[config.mk]
export PLATFORM = sky130hd
export DESIGN_NAME = alu_sequencer
export DESIGN_NICKNAME = d
export VERILOG_FILES = /design/src/rtl/alu_sequencer.sv
export SDC_FILE = /design/constraint.sdc
export NUM_CORES = 1
export LEC_CHECK = 0
export CORE_UTILIZATION = 43
export CTS_CLUSTER_SIZE = 20
export DETAILED_ROUTE_END_ITERATION = 10
export PLACE_DENSITY = 0.81
export SYNTH_ARGS = -nofsm -noshare
export SYNTH_HDL_FRONTEND = slang
export SYNTH_SLANG_ARGS = --single-unit
[constraint.sdc]
create_clock -name clock -period 2.1 [get_ports clock]
set_clock_uncertainty 0.05 [all_clocks]
set_input_delay 0.21 -clock clock [delete_from_list [all_inputs] [get_ports clock]]
set_output_delay 0.21 -clock clock [all_outputs]
set_load 0.1 [all_outputs]
[src/rtl/alu_sequencer.sv]
// alu_sequencer: multi-cycle operand/opcode holder in front of the 32-bit ALU.
// Screens illegal opcodes and divide-by-zero, captures the 64-bit result into Z.
module alu_sequencer #(
   parameter int unsigned SIMPLE_CYCLES = 1,
   parameter int unsigned MULDIV_CYCLES = 4
) (
   input  logic        clock,
   input  logic        clear,
   input  logic        req_valid,
   input  logic [4:0]  req_op,
   input  logic [31:0] req_a,
   input  logic [31:0] req_b,
   output logic        req_ready,
   output logic [31:0] alu_a,
   output logic [31:0] alu_b,
   output logic [4:0]  alu_op,
   input  logic [63:0] alu_c,
   output logic [31:0] z_hi,
   output logic [31:0] z_lo,
   output logic        done,
   output logic        err,
   output logic        busy
);

   typedef enum logic [1:0] {
      IDLE,
      EXEC,
      DONE
   } state_t;

   localparam logic [3:0] SIMPLE_LOAD = 4'(SIMPLE_CYCLES - 1);
   localparam logic [3:0] MULDIV_LOAD = 4'(MULDIV_CYCLES - 1);

   state_t      state_q, state_d;
   logic [3:0]  cnt_q, cnt_d;
   logic        first_q, first_d;
   logic        reject_q, reject_d;
   logic [31:0] a_d, b_d;
   logic [4:0]  op_d;
   logic [31:0] zh_d, zl_d;
   logic        done_d, err_d;
   logic        bad_op;
   logic        rej_now;
   logic        is_muldiv;

   assign req_ready = (state_q == IDLE);
   assign busy      = (state_q != IDLE);

   assign is_muldiv = (req_op == 5'd10) || (req_op == 5'd11);

   // Operands are held through EXEC, so the screen is a function of them;
   // it only needs latching once, on the first EXEC cycle.
   assign bad_op  = (alu_op >= 5'd14) ||
                    ((alu_op == 5'd11) && (alu_b == 32'd0));
   assign rej_now = reject_q || (first_q && bad_op);

   always_comb begin
      state_d  = state_q;
      cnt_d    = cnt_q;
      first_d  = first_q;
      reject_d = reject_q;
      a_d      = alu_a;
      b_d      = alu_b;
      op_d     = alu_op;
      zh_d     = z_hi;
      zl_d     = z_lo;
      done_d   = 1'b0;
      err_d    = 1'b0;
      unique case (state_q)
         IDLE: begin
            if (req_valid) begin
               a_d      = req_a;
               b_d      = req_b;
               op_d     = req_op;
               cnt_d    = is_muldiv ? MULDIV_LOAD : SIMPLE_LOAD;
               first_d  = 1'b1;
               reject_d = 1'b0;
               state_d  = EXEC;
            end
         end
         EXEC: begin
            first_d  = 1'b0;
            reject_d = rej_now;
            if (cnt_q != 4'd0) begin
               cnt_d = cnt_q - 4'd1;
            end else begin
               if (!rej_now) begin
                  zh_d = alu_c[63:32];
                  zl_d = alu_c[31:0];
               end
               done_d  = 1'b1;
               err_d   = rej_now;
               state_d = DONE;
            end
         end
         DONE: begin
            reject_d = 1'b0;
            state_d  = IDLE;
         end
         default: begin
            state_d = IDLE;
         end
      endcase
   end

   always_ff @(posedge clock) begin
      if (clear) begin
         state_q  <= IDLE;
         cnt_q    <= 4'd0;
         first_q  <= 1'b0;
         reject_q <= 1'b0;
         alu_a    <= 32'd0;
         alu_b    <= 32'd0;
         alu_op   <= 5'd0;
         z_hi     <= 32'd0;
         z_lo     <= 32'd0;
         done     <= 1'b0;
         err      <= 1'b0;
      end else begin
         state_q  <= state_d;
         cnt_q    <= cnt_d;
         first_q  <= first_d;
         reject_q <= reject_d;
         alu_a    <= a_d;
         alu_b    <= b_d;
         alu_op   <= op_d;
         z_hi     <= zh_d;
         z_lo     <= zl_d;
         done     <= done_d;
         err      <= err_d;
      end
   end

endmodule

==> flow_summary.json, run 1 <==
{
  "clkTransAtPathRegs_ps": 60,
  "drt-total-wl_mm": 21.0,
  "floorplan.rows": 44,
  "status": "finished, final reports clean",
  "syn_avg_cell_area_sq_um": 7.84,
  "avgRoutedWirePerCell_microns": 17.0,
  "post_synth_fa_ha_maj_area_fraction_pct": 0.391,
  "yosys.area.top_type_share_pct": 44.8,
  "post_synth_mux_area_share_pct": 0,
  "routed-via-count": 6937,
  "vdd_ir_drop_max_mv": 0.574,
  "clk_root_buffer_cell": "sky130_fd_sc_hd__clkbuf_16",
  "maxCapViolCount": 0,
  "diodes": 0,
  "worst_ep_arrival_time_ps": 2250,
  "synth.top_cells.by_area": "sky130_fd_sc_hd__dfxtp_1, sky130_fd_sc_hd__nand2_1, sky130_fd_sc_hd__o211ai_1, sky130_fd_sc_hd__nand4_1, sky130_fd_sc_hd__nor2b_1",
  "grt_start_max_net_pins": 71,
  "synth_area_leader_cell": "sky130_fd_sc_hd__dfxtp_1",
  "power_report.internal_total_w": 0.00539,
  "synth_simple_gate_area_share_pct": 29.6,
  "hold_violations": 0,
  "timing_max_transition_violations_final": 0,
  "timing.final.crit_share_pct": 93.4,
  "cts-root-to-sink-buffers": 2,
  "net-switching-power_w": 0.00345,
  "crit_fanout": 29,
  "floorplan.core_area_sq_um": 14500,
  "postSynthRegisterBits": 143,
  "p_clk_share_pct": 31.0,
  "io-pin-count": 273,
  "power.share.switching_pct": 39.0,
  "cts_setup_buffers": 0,
  "p_leak_nw": 3.63,
  "drive_gt1_share_pct": 19.1,
  "die_w_microns": 124,
  "max_slew.worst_pin.slew_ps": 478,
  "drt_first_pass_iters": 5,
  "grt_first_pass_wirelength_mm": 31.7,
  "finalWeightedCongestion": 0.786,
  "clock-sinks": 143,
  "filler_cell_count": 1239,
  "initial_utilization_pct": 44.0,
  "yosysUniqueCellTypes": 35,
  "cts_tree": "built",
  "slew-limit-headroom_pct": 68.1,
  "seq_area_frac_synth_pct": 44.8,
  "port_buffers": 272,
  "syn-num-nets": 953,
  "syn_inst": 815,
  "ys_warn_count": 0,
  "crit_path_start_kind": "register",
  "drt.antenna.violating_nets": 0,
  "die-area_sq_um": 15400,
  "timing.setup.critical_path_class": "reg -> reg",
  "p_comb_share_pct": 34.1,
  "final_period_minus_worst_setup_slack_ps": 1960,
  "number_of_antenna_violations_at_the_first_check_in_global_routing": 0,
  "synth-compound-area-share_pct": 19.2,
  "overall_fraction_of_global_route_tracks_in_use_pct": 26.1,
  "final_setup_violating_endpoints": 0,
  "drc": 0,
  "synth-edff-count": 0,
  "ctsHtreeMaxLevel": 4,
  "num-nets-final": 1178,
  "avgViaCountPerCell": 5.62,
  "grt_setup_unrepaired": "no",
  "dominant_combinational_cell_family_by_area_after_synthesis": "simple AND/OR/NAND/NOR gates",
  "asyncSetResetFlopFracSynth_pct": 0,
  "postLayoutCoreUtil_pct": 65.6,
  "postSynth.topFlopCell": "sky130_fd_sc_hd__dfxtp_1",
  "grt-ovfl-total": 0,
  "crit_path_end_kind": "register",
  "tritoncts.num_buffers": 17,
  "cts_repair_resize_count": 0,
  "synthToLayoutAreaGrowth_pct": 49.2,
  "synth-xor-area-share_pct": 0,
  "critical_path_required_ps": 2390,
  "grt_pass1_vias": 6396,
  "share_seq_of_total_power_pct": 34.9,
  "die_height_microns": 124,
  "clock_latency_ps": 410,
  "synth_area_sq_um": 6390,
  "fmax_mhz": 510,
  "holdWs_ps": 194,
  "ctsHoldBuffers": 0,
  "fin_tns_setup_ps": 0,
  "hpwl_mm": 13.1,
  "pwr_density_cell_nw_per_um2": 927,
  "hold_path.class": "in -> reg",
  "initialDrtViolationCount": 772
}
## synthesized netlist by cell type (2+ instances only)
master	number
sky130_fd_sc_hd__a21oi_1	75
sky130_fd_sc_hd__and3_1	2
sky130_fd_sc_hd__and4_1	2
sky130_fd_sc_hd__buf_1	3
sky130_fd_sc_hd__buf_2	13
sky130_fd_sc_hd__buf_6	4
sky130_fd_sc_hd__clkbuf_1	64
sky130_fd_sc_hd__dfxtp_1	143
sky130_fd_sc_hd__ha_1	2
sky130_fd_sc_hd__inv_1	4
sky130_fd_sc_hd__nand2_1	141
sky130_fd_sc_hd__nand2b_1	2
sky130_fd_sc_hd__nand3_1	66
sky130_fd_sc_hd__nand4_1	65
sky130_fd_sc_hd__nor2_1	5
sky130_fd_sc_hd__nor2b_1	65
sky130_fd_sc_hd__nor3_1	4
sky130_fd_sc_hd__nor3b_1	2
sky130_fd_sc_hd__nor4_1	6
sky130_fd_sc_hd__nor4b_1	2
sky130_fd_sc_hd__o211ai_1	64
sky130_fd_sc_hd__o21ai_0	68
## cell type report
cell class	count	area, sq um	share of cell area [%]
sequential	143	2870	30.1
timing repair buffer	291	2720	28.5
clock inverter	5	31.3	0.328
inverter	4	15.0	0.157
tap	184	230	2.41
clock buffer	25	505	5.30
multi-input combinational	583	3170	33.2
## power groups by stage
| stage | combinational, W | clock, W | sequential (W) |
|---|---|---|---|
| 6_report | 0.00301 | 0.00274 | 0.00308 |
| 5_1_grt | 0.00314 | 0.00291 | 0.00311 |
| 4_1_cts | 0.00299 | 0.00280 | 0.00308 |
| 3_5_place_dp | 0.00298 | 0 | 0.00314 |
| 3_3_place_gp | 0.00297 | 0 | 0.00313 |
| 2_1_floorplan | 0.000671 | 0 | 0.00461 |
## path summary, 6_finish.rpt
check	start	cells past startpoint	slack, ps	end
setup reg to reg	cnt_q[0]	8	140	z_hi[5]
hold / removal	clear	4	190	z_lo[17]
hold reg to reg	alu_a[12]	2	400	alu_a[12]
setup / recovery	cnt_q[0]	8	140	z_hi[5]
## placed cells by master (no fill, tap or decap), types with 3 or more instances in the layout
master and instances:
sky130_fd_sc_hd__nand4_1 65, sky130_fd_sc_hd__nor2_1 5, sky130_fd_sc_hd__nand3_1 66, sky130_fd_sc_hd__clkbuf_16 19, sky130_fd_sc_hd__dfxtp_2 5, sky130_fd_sc_hd__buf_4 142, sky130_fd_sc_hd__nor4_1 6, sky130_fd_sc_hd__inv_1 4
sky130_fd_sc_hd__nor3_1 4, sky130_fd_sc_hd__o211ai_1 64, sky130_fd_sc_hd__buf_12 13, sky130_fd_sc_hd__clkbuf_1 3, sky130_fd_sc_hd__nand2_1 139, sky130_fd_sc_hd__clkinv_2 3, sky130_fd_sc_hd__nor2b_1 65, sky130_fd_sc_hd__clkbuf_8 5
sky130_fd_sc_hd__clkdlybuf4s50_1 134, sky130_fd_sc_hd__a21oi_1 75, sky130_fd_sc_hd__o21ai_0 68, sky130_fd_sc_hd__dfxtp_1 138
## per-layer routing
metal,GRT usage (%),wire [microns]
met1,33.1,8650
met2,41.5,9910
met3,7.60,2080
met4,10.2,409
met5,0,0
## kinds of logic (layout without fill, tap and decap cells)
logic type               Yosys count  after routing
AO/OA/AOI/OAI                    211            211
adder cells (fa/ha/maj)            2              2
buffers and inverters             89            325
flip-flops                       143            143
AND/OR/NAND/NOR                  370            370
## sequential cells by signal (all words and copies together) (netlist names), 2 cells and up
register	count
alu_a	32
alu_b	32
z_hi	32
z_lo	32
alu_op	5
cnt_q	4
state_q	2
## through the flow
stage	cell area [sq um]	power, W	setup WS, ps	std cells
2_1_floorplan	6400	0.00528	20.5	815
6_report	9540	0.00884	139	1235
4_1_cts	9470	0.00887	94.2	1232
5_1_grt	9540	0.00916	26.9	1235
3_5_place_dp	8930	0.00612	117	1202
3_3_place_gp	8930	0.00610	214	1202
## critical path, cell delays in order, from the launching register on
cell and delay [ps]:
sky130_fd_sc_hd__dfxtp_1 320, sky130_fd_sc_hd__inv_1 100, sky130_fd_sc_hd__ha_1 160, sky130_fd_sc_hd__or3b_4 410, sky130_fd_sc_hd__nor3_4 220, sky130_fd_sc_hd__buf_12 140
sky130_fd_sc_hd__clkbuf_16 210, sky130_fd_sc_hd__nand3_1 120, sky130_fd_sc_hd__o211ai_1 160
(Power assumes the default switching activity.)
==> inputs of run 2 (changes only) <==
--- a/config.mk
+++ b/config.mk
@@ -5,10 +5,10 @@
 export SDC_FILE = /design/constraint.sdc
 export NUM_CORES = 1
 export LEC_CHECK = 0
-export CORE_UTILIZATION = 43
+export CORE_UTILIZATION = 46
 export CTS_CLUSTER_SIZE = 20
 export DETAILED_ROUTE_END_ITERATION = 10
-export PLACE_DENSITY = 0.81
+export PLACE_DENSITY = 0.86
 export SYNTH_ARGS = -nofsm -noshare
 export SYNTH_HDL_FRONTEND = slang
 export SYNTH_SLANG_ARGS = --single-unit
==> constraint.sdc (replaced) <==
create_clock -name clock -period 2.5 [get_ports clock]
set_clock_uncertainty 0.05 [all_clocks]
set_input_delay 0.25 -clock clock [delete_from_list [all_inputs] [get_ports clock]]
set_output_delay 0.25 -clock clock [all_outputs]
set_load 0.1 [all_outputs]
==> run 2 against run 1 <==
Via count is 1.1% higher. Critical path depth is 1 lower. Combinational power is 17% lower. Die area is 6.4% lower. Routed wire length is 3.5% lower. Maximum frequency is 7.4% lower. Non-clock buffer count is 5 lower. Utilization is 5.4 points higher. Largest power group is now clock.
==> flow_summary.json, run 2 (same netlist as run 1, synthesis figures left out) <==
{
  "die-area_sq_um": 14400,
  "clk_root_buffer_cell": "sky130_fd_sc_hd__clkbuf_16",
  "drt.antenna.violating_nets": 0,
  "highest-signal-layer": "met4",
  "maxCapViolCount": 0,
  "max_stage_delay_ps": 440,
  "critical_path.cell_chain": "inv_1, ha_1, or3b_4, nor3_4, buf_12, nand3_1, o211ai_1",
  "ctsHtreeMaxLevel": 4,
  "crit_fanout": 14,
  "final_period_minus_worst_setup_slack_ps": 2120,
  "tritoncts.num_buffers": 17,
  "routed-wl-met3_mm": 1.92,
  "hold_path.class": "in -> reg",
  "postLayoutCoreUtil_pct": 71.0,
  "cts_repair_resize_count": 0,
  "drc": 0,
  "fmax_mhz": 472,
  "final_setup_violating_endpoints": 0,
  "cts-root-to-sink-buffers": 2,
  "filler_cell_count": 1048,
  "drive_gt1_share_pct": 18.5,
  "cts_setup_buffers": 0,
  "worst_path_max_delay_cell": "sky130_fd_sc_hd__nor3_4",
  "mostFrequentLayoutCell": "sky130_fd_sc_hd__dfxtp_1",
  "number_of_antenna_violations_at_the_first_check_in_global_routing": 0,
  "crit_path_start_kind": "register",
  "ctsHoldBuffers": 0,
  "hold_path.startpoint": "clear",
  "timing.final.crit_share_pct": 84.7,
  "routed-via-count": 7015,
  "critical_path_required_ps": 2780,
  "grt_setup_unrepaired": "no",
  "cts_tree": "built",
  "finalWeightedCongestion": 0.797,
  "clkTransAtPathRegs_ps": 60,
  "die_w_microns": 120,
  "status": "finished, final reports clean",
  "diodes": 0,
  "setup_ws_ps": 383,
  "p_leak_nw": 3.62,
  "io-pin-count": 273,
  "port_buffers": 272,
  "crit_path_end_kind": "register",
  "timing.setup.critical_path_class": "reg -> reg",
  "grt_pass1_vias": 6439,
  "num-nets-final": 1173,
  "setup.worst_path.start": "cnt_q[0]",
  "slew-limit-headroom_pct": 53.6,
  "grt_start_max_net_pins": 105,
  "avgViaCountPerCell": 5.73,
  "floorplan.rows": 42,
  "pwr_density_cell_nw_per_um2": 813,
  "final_cell_mix": "sky130_fd_sc_hd__dfxtp_1, sky130_fd_sc_hd__nand2_1, sky130_fd_sc_hd__buf_4",
  "vdd_ir_drop_max_mv": 0.588,
  "drt-total-wl_mm": 20.3,
  "fin_tns_setup_ps": 0,
  "clock_latency_ps": 420,
  "synthToLayoutAreaGrowth_pct": 48.8,
  "hold_violations": 0,
  "floorplan.core_area_sq_um": 13400,
  "die_height_microns": 120,
  "detailedPlace.worstSlack_ps": 407,
  "clock-sinks": 143,
  "route.met2.wl_mm": 9.57,
  "grt-ovfl-total": 0,
  "drt_first_pass_iters": 6,
  "grt_first_pass_wirelength_mm": 32.1,
  "overall_fraction_of_global_route_tracks_in_use_pct": 27.7,
  "worst_ep_arrival_time_ps": 2390,
  "detail_route.wirelength.met1_mm": 8.29,
  "max_slew.worst_pin.slew_ps": 696,
  "initial_utilization_pct": 47.7,
  "timing.rr.start": "cnt_q[0]",
  "hpwl_mm": 12.8,
  "initialDrtViolationCount": 855,
  "avgRoutedWirePerCell_microns": 16.6,
  "timing_max_transition_violations_final": 0
}
run 2: cell types whose count changed in the layout (fill, tap and decap cells not counted), sizes merged:
cell,previous run,this run
clkbuf,27,17
bufinv,0,4
buf,155,152
clkinv,4,7
clkinvlp,1,3
inv,4,5
run 2: path summary, 6_finish.rpt:
| check | end | slack, ps | cells after the start |
|---|---|---|---|
| min reg2reg | alu_a[2] | 400 | 2 |
| min | alu_b[7] | 250 | 2 |
| max | z_hi[10] | 380 | 7 |
| max reg2reg | z_hi[10] | 380 | 7 |
run 2: report_power, final:
part | switching [W] | total, W | internal [W]
Clock | 0.000980 | 0.00264 | 0.00166
Combinational | 0.00185 | 0.00250 | 0.000651
Sequential | 0.000116 | 0.00259 | 0.00247
run 2: area by class of cell:
| type | count | area [sq um] | area share, % |
|---|---|---|---|
| clock buffer | 17 | 425 | 4.47 |
| inverter | 4 | 15.0 | 0.158 |
| clock inverter | 15 | 194 | 2.04 |
| multi-input combinational | 583 | 3160 | 33.3 |
| sequential | 143 | 2860 | 30.1 |
| timing repair buffer | 286 | 2630 | 27.7 |
| tap | 176 | 220 | 2.31 |
run 2: through the flow:
stage	area (sq um)	instances	hold WS [ps]	power (W)
after global placement	8890	1192	392	0.00511
after global routing	9510	1224	256	0.00798
after detailed placement	8890	1192	397	0.00513
after CTS	9510	1224	222	0.00777
after floorplan	6390	815	336	0.00443
final	9510	1224	247	0.00773
run 2: critical path: cells and delay by family (launching register included):
family          cells  cell delay [ps]
buf+inv             2              300
flops               1              330
compound gates      1              220
fa+ha+maj           1              160
simple gates        3              960
run 2: per-layer routing:
metal | up-vias | track usage, %
li1 | 3347 | -
met1 | 3285 | 34.7
met2 | 341 | 44.6
met3 | 42 | 8.03
met4 | 0 | 11.5
met5 | - | 0
==> inputs of run 3 (changes only) <==
--- a/config.mk
+++ b/config.mk
@@ -5,10 +5,10 @@
 export SDC_FILE = /design/constraint.sdc
 export NUM_CORES = 1
 export LEC_CHECK = 0
-export CORE_UTILIZATION = 46
+export CORE_UTILIZATION = 43
 export CTS_CLUSTER_SIZE = 20
 export DETAILED_ROUTE_END_ITERATION = 10
-export PLACE_DENSITY = 0.86
+export PLACE_DENSITY = 0.81
 export SYNTH_ARGS = -nofsm -noshare
 export SYNTH_HDL_FRONTEND = slang
 export SYNTH_SLANG_ARGS = --single-unit
==> constraint.sdc (replaced) <==
create_clock -name clock -period 2.21 [get_ports clock]
set_clock_uncertainty 0.05 [all_clocks]
set_input_delay 0.221 -clock clock [delete_from_list [all_inputs] [get_ports clock]]
set_output_delay 0.221 -clock clock [all_outputs]
set_load 0.1 [all_outputs]
==> run 3 against run 2 <==
Via count up 0.74%. Cell area down 0.17%. Routed wire length up 4.0%. Combinational power up 13%. Non-clock buffer count up 7. Die area up 6.9%. Global-route usage down 1.1 points. Total power up 10%. Critical endpoint is now z_lo[6].
==> flow_summary.json, run 3 (same netlist as run 1, synthesis figures left out) <==
{
  "cts_tree": "built",
  "hpwl_mm": 13.3,
  "grt-ovfl-total": 0,
  "p_clk_share_pct": 32.6,
  "die_height_microns": 124,
  "power.share.switching_pct": 39.1,
  "grt_setup_unrepaired": "no",
  "initial_utilization_pct": 44.0,
  "clock_latency_ps": 410,
  "grt_start_max_net_pins": 67,
  "fmax_mhz": 504,
  "clk_root_buffer_cell": "sky130_fd_sc_hd__clkbuf_16",
  "grt_first_pass_wirelength_mm": 32.2,
  "max_slew.worst_pin.slew_ps": 572,
  "cts_setup_buffers": 0,
  "worst_r2r_endpoint": "z_lo[6]",
  "drc": 0,
  "ctsHoldBuffers": 0,
  "drive_gt1_share_pct": 18.9,
  "clkTransAtPathRegs_ps": 60,
  "final_period_minus_worst_setup_slack_ps": 1990,
  "avgRoutedWirePerCell_microns": 17.1,
  "port_buffers": 272,
  "cts_repair_resize_count": 0,
  "timing.hold.worst_path_depth": 3,
  "place_inst": 1207,
  "rr_worst_depth": 7,
  "final_cell_mix": "sky130_fd_sc_hd__buf_4, sky130_fd_sc_hd__dfxtp_1, sky130_fd_sc_hd__nand2_1",
  "holdWs_ps": 297,
  "clock-sinks": 143,
  "synthToLayoutAreaGrowth_pct": 48.6,
  "num-nets-final": 1180,
  "hold_path.class": "in -> reg",
  "worst_path_max_delay_cell": "sky130_fd_sc_hd__or3b_4",
  "p_comb_share_pct": 33.1,
  "grt_pass1_vias": 6454,
  "finalNonFillerCells": 1238,
  "final_setup_violating_endpoints": 0,
  "hold_violations": 0,
  "ctsHtreeMaxLevel": 4,
  "timing.rr.start": "cnt_q[0]",
  "drt.antenna.violating_nets": 0,
  "share_seq_of_total_power_pct": 34.4,
  "io-pin-count": 273,
  "initialDrtViolationCount": 741,
  "finalWeightedCongestion": 0.799,
  "floorplan.rows": 44,
  "p_leak_nw": 3.62,
  "timing.setup.critical_path_class": "reg -> reg",
  "cts-root-to-sink-buffers": 2,
  "timing.final.crit_share_pct": 89.9,
  "overall_fraction_of_global_route_tracks_in_use_pct": 26.6,
  "tritoncts.num_buffers": 17,
  "crit_path_end_kind": "register",
  "diodes": 0,
  "filler_cell_count": 1247,
  "die-area_sq_um": 15400,
  "die_w_microns": 124,
  "power_report.internal_total_w": 0.00520,
  "routed-via-count": 7067,
  "hold_path.startpoint": "req_a[29]",
  "vdd_ir_drop_max_mv": 0.700,
  "timing_max_transition_violations_final": 0,
  "drt_first_pass_iters": 9,
  "reg2reg_slack_ps": 220,
  "net-switching-power_w": 0.00334,
  "worst_ep_arrival_time_ps": 2260,
  "fin_total_pwr_w": 0.00854,
  "crit_fanout": 66,
  "maxCapViolCount": 0,
  "slew-limit-headroom_pct": 61.9,
  "worst_hold_path.endpoint": "alu_a[29]",
  "status": "finished, final reports clean",
  "avgViaCountPerCell": 5.71,
  "crit_path_start_kind": "register",
  "number_of_antenna_violations_at_the_first_check_in_global_routing": 0,
  "floorplan.core_area_sq_um": 14500,
  "pwr_density_cell_nw_per_um2": 899,
  "drt-total-wl_mm": 21.1,
  "fin_tns_setup_ps": 0,
  "critical_path.cell_chain": "inv_1, ha_1, or3b_4, nor3_4, buf_12, nand3_1, o211ai_1",
  "max_stage_delay_ps": 400,
  "critical_path_required_ps": 2490,
  "mostFrequentLayoutCell": "sky130_fd_sc_hd__buf_4"
}
-- run 3: cell types whose count changed in the layout (fill, tap and decap cells not counted), moves of 2 or more --
cell	change
sky130_fd_sc_hd__clkbuf_1	+2
sky130_fd_sc_hd__bufinv_16	-2
sky130_fd_sc_hd__buf_12	-2
sky130_fd_sc_hd__buf_4	+9
-- run 3: metrics by stage --
step	utilization, %	area (sq um)	worst slack (ps)
floorplan	-	6390	40.4
global placement	61.5	8930	230
detailed placement	61.5	8930	252
CTS	65.3	9500	235
global route	65.3	9500	78.0
finish	65.3	9500	224
-- run 3: power by group through the flow --
stage	Clock, W	Combinational [W]	Sequential [W]
floorplan	0	0.000638	0.00438
global placement	0	0.00281	0.00298
detailed placement	0	0.00282	0.00299
CTS	0.00281	0.00282	0.00293
global route	0.00293	0.00295	0.00296
finish	0.00278	0.00282	0.00294
-- run 3: cell type report --
type	count	area (sq um)	share of cell area [%]
Multi-Input combinational cell	583	3160	33.3
Sequential cell	143	2860	30.2
Timing Repair Buffer	293	2660	28.0
Clock buffer	20	447	4.70
Tap cell	184	230	2.42
Clock inverter	11	118	1.24
Inverter	4	15.0	0.158
-- run 3: worst max-delay path, delay by kind of cell, from the launching register on --
family	cells	cell delay, ps
adder cells (fa/ha/maj)	1	160
AND/OR/NAND/NOR	3	730
flip-flops	1	330
AO/OA/AOI/OAI	1	210
buffers and inverters	2	400
-- run 3: per-layer routing --
| metal | wire length [microns] | GRT usage (%) | part of all wire (%) |
|---|---|---|---|
| met5 | 0 | 0 | 0 |
| met4 | 256 | 7.51 | 1.2 |
| met3 | 2130 | 8.10 | 10 |
| met2 | 10000 | 43.9 | 47 |
| met1 | 8740 | 33.5 | 41 |
-- run 3: worst max-delay path by stage --
stage,end,slack (ps),start,cells after the start
2_1_floorplan,reject_q,40,alu_op[2],5
3_3_place_gp,z_hi[3],230,alu_op[2],5
3_5_place_dp,z_lo[9],250,cnt_q[0],7
4_1_cts,z_hi[10],240,cnt_q[0],7
5_1_grt,z_lo[31],80,cnt_q[0],7
6_report,z_lo[6],220,cnt_q[0],7
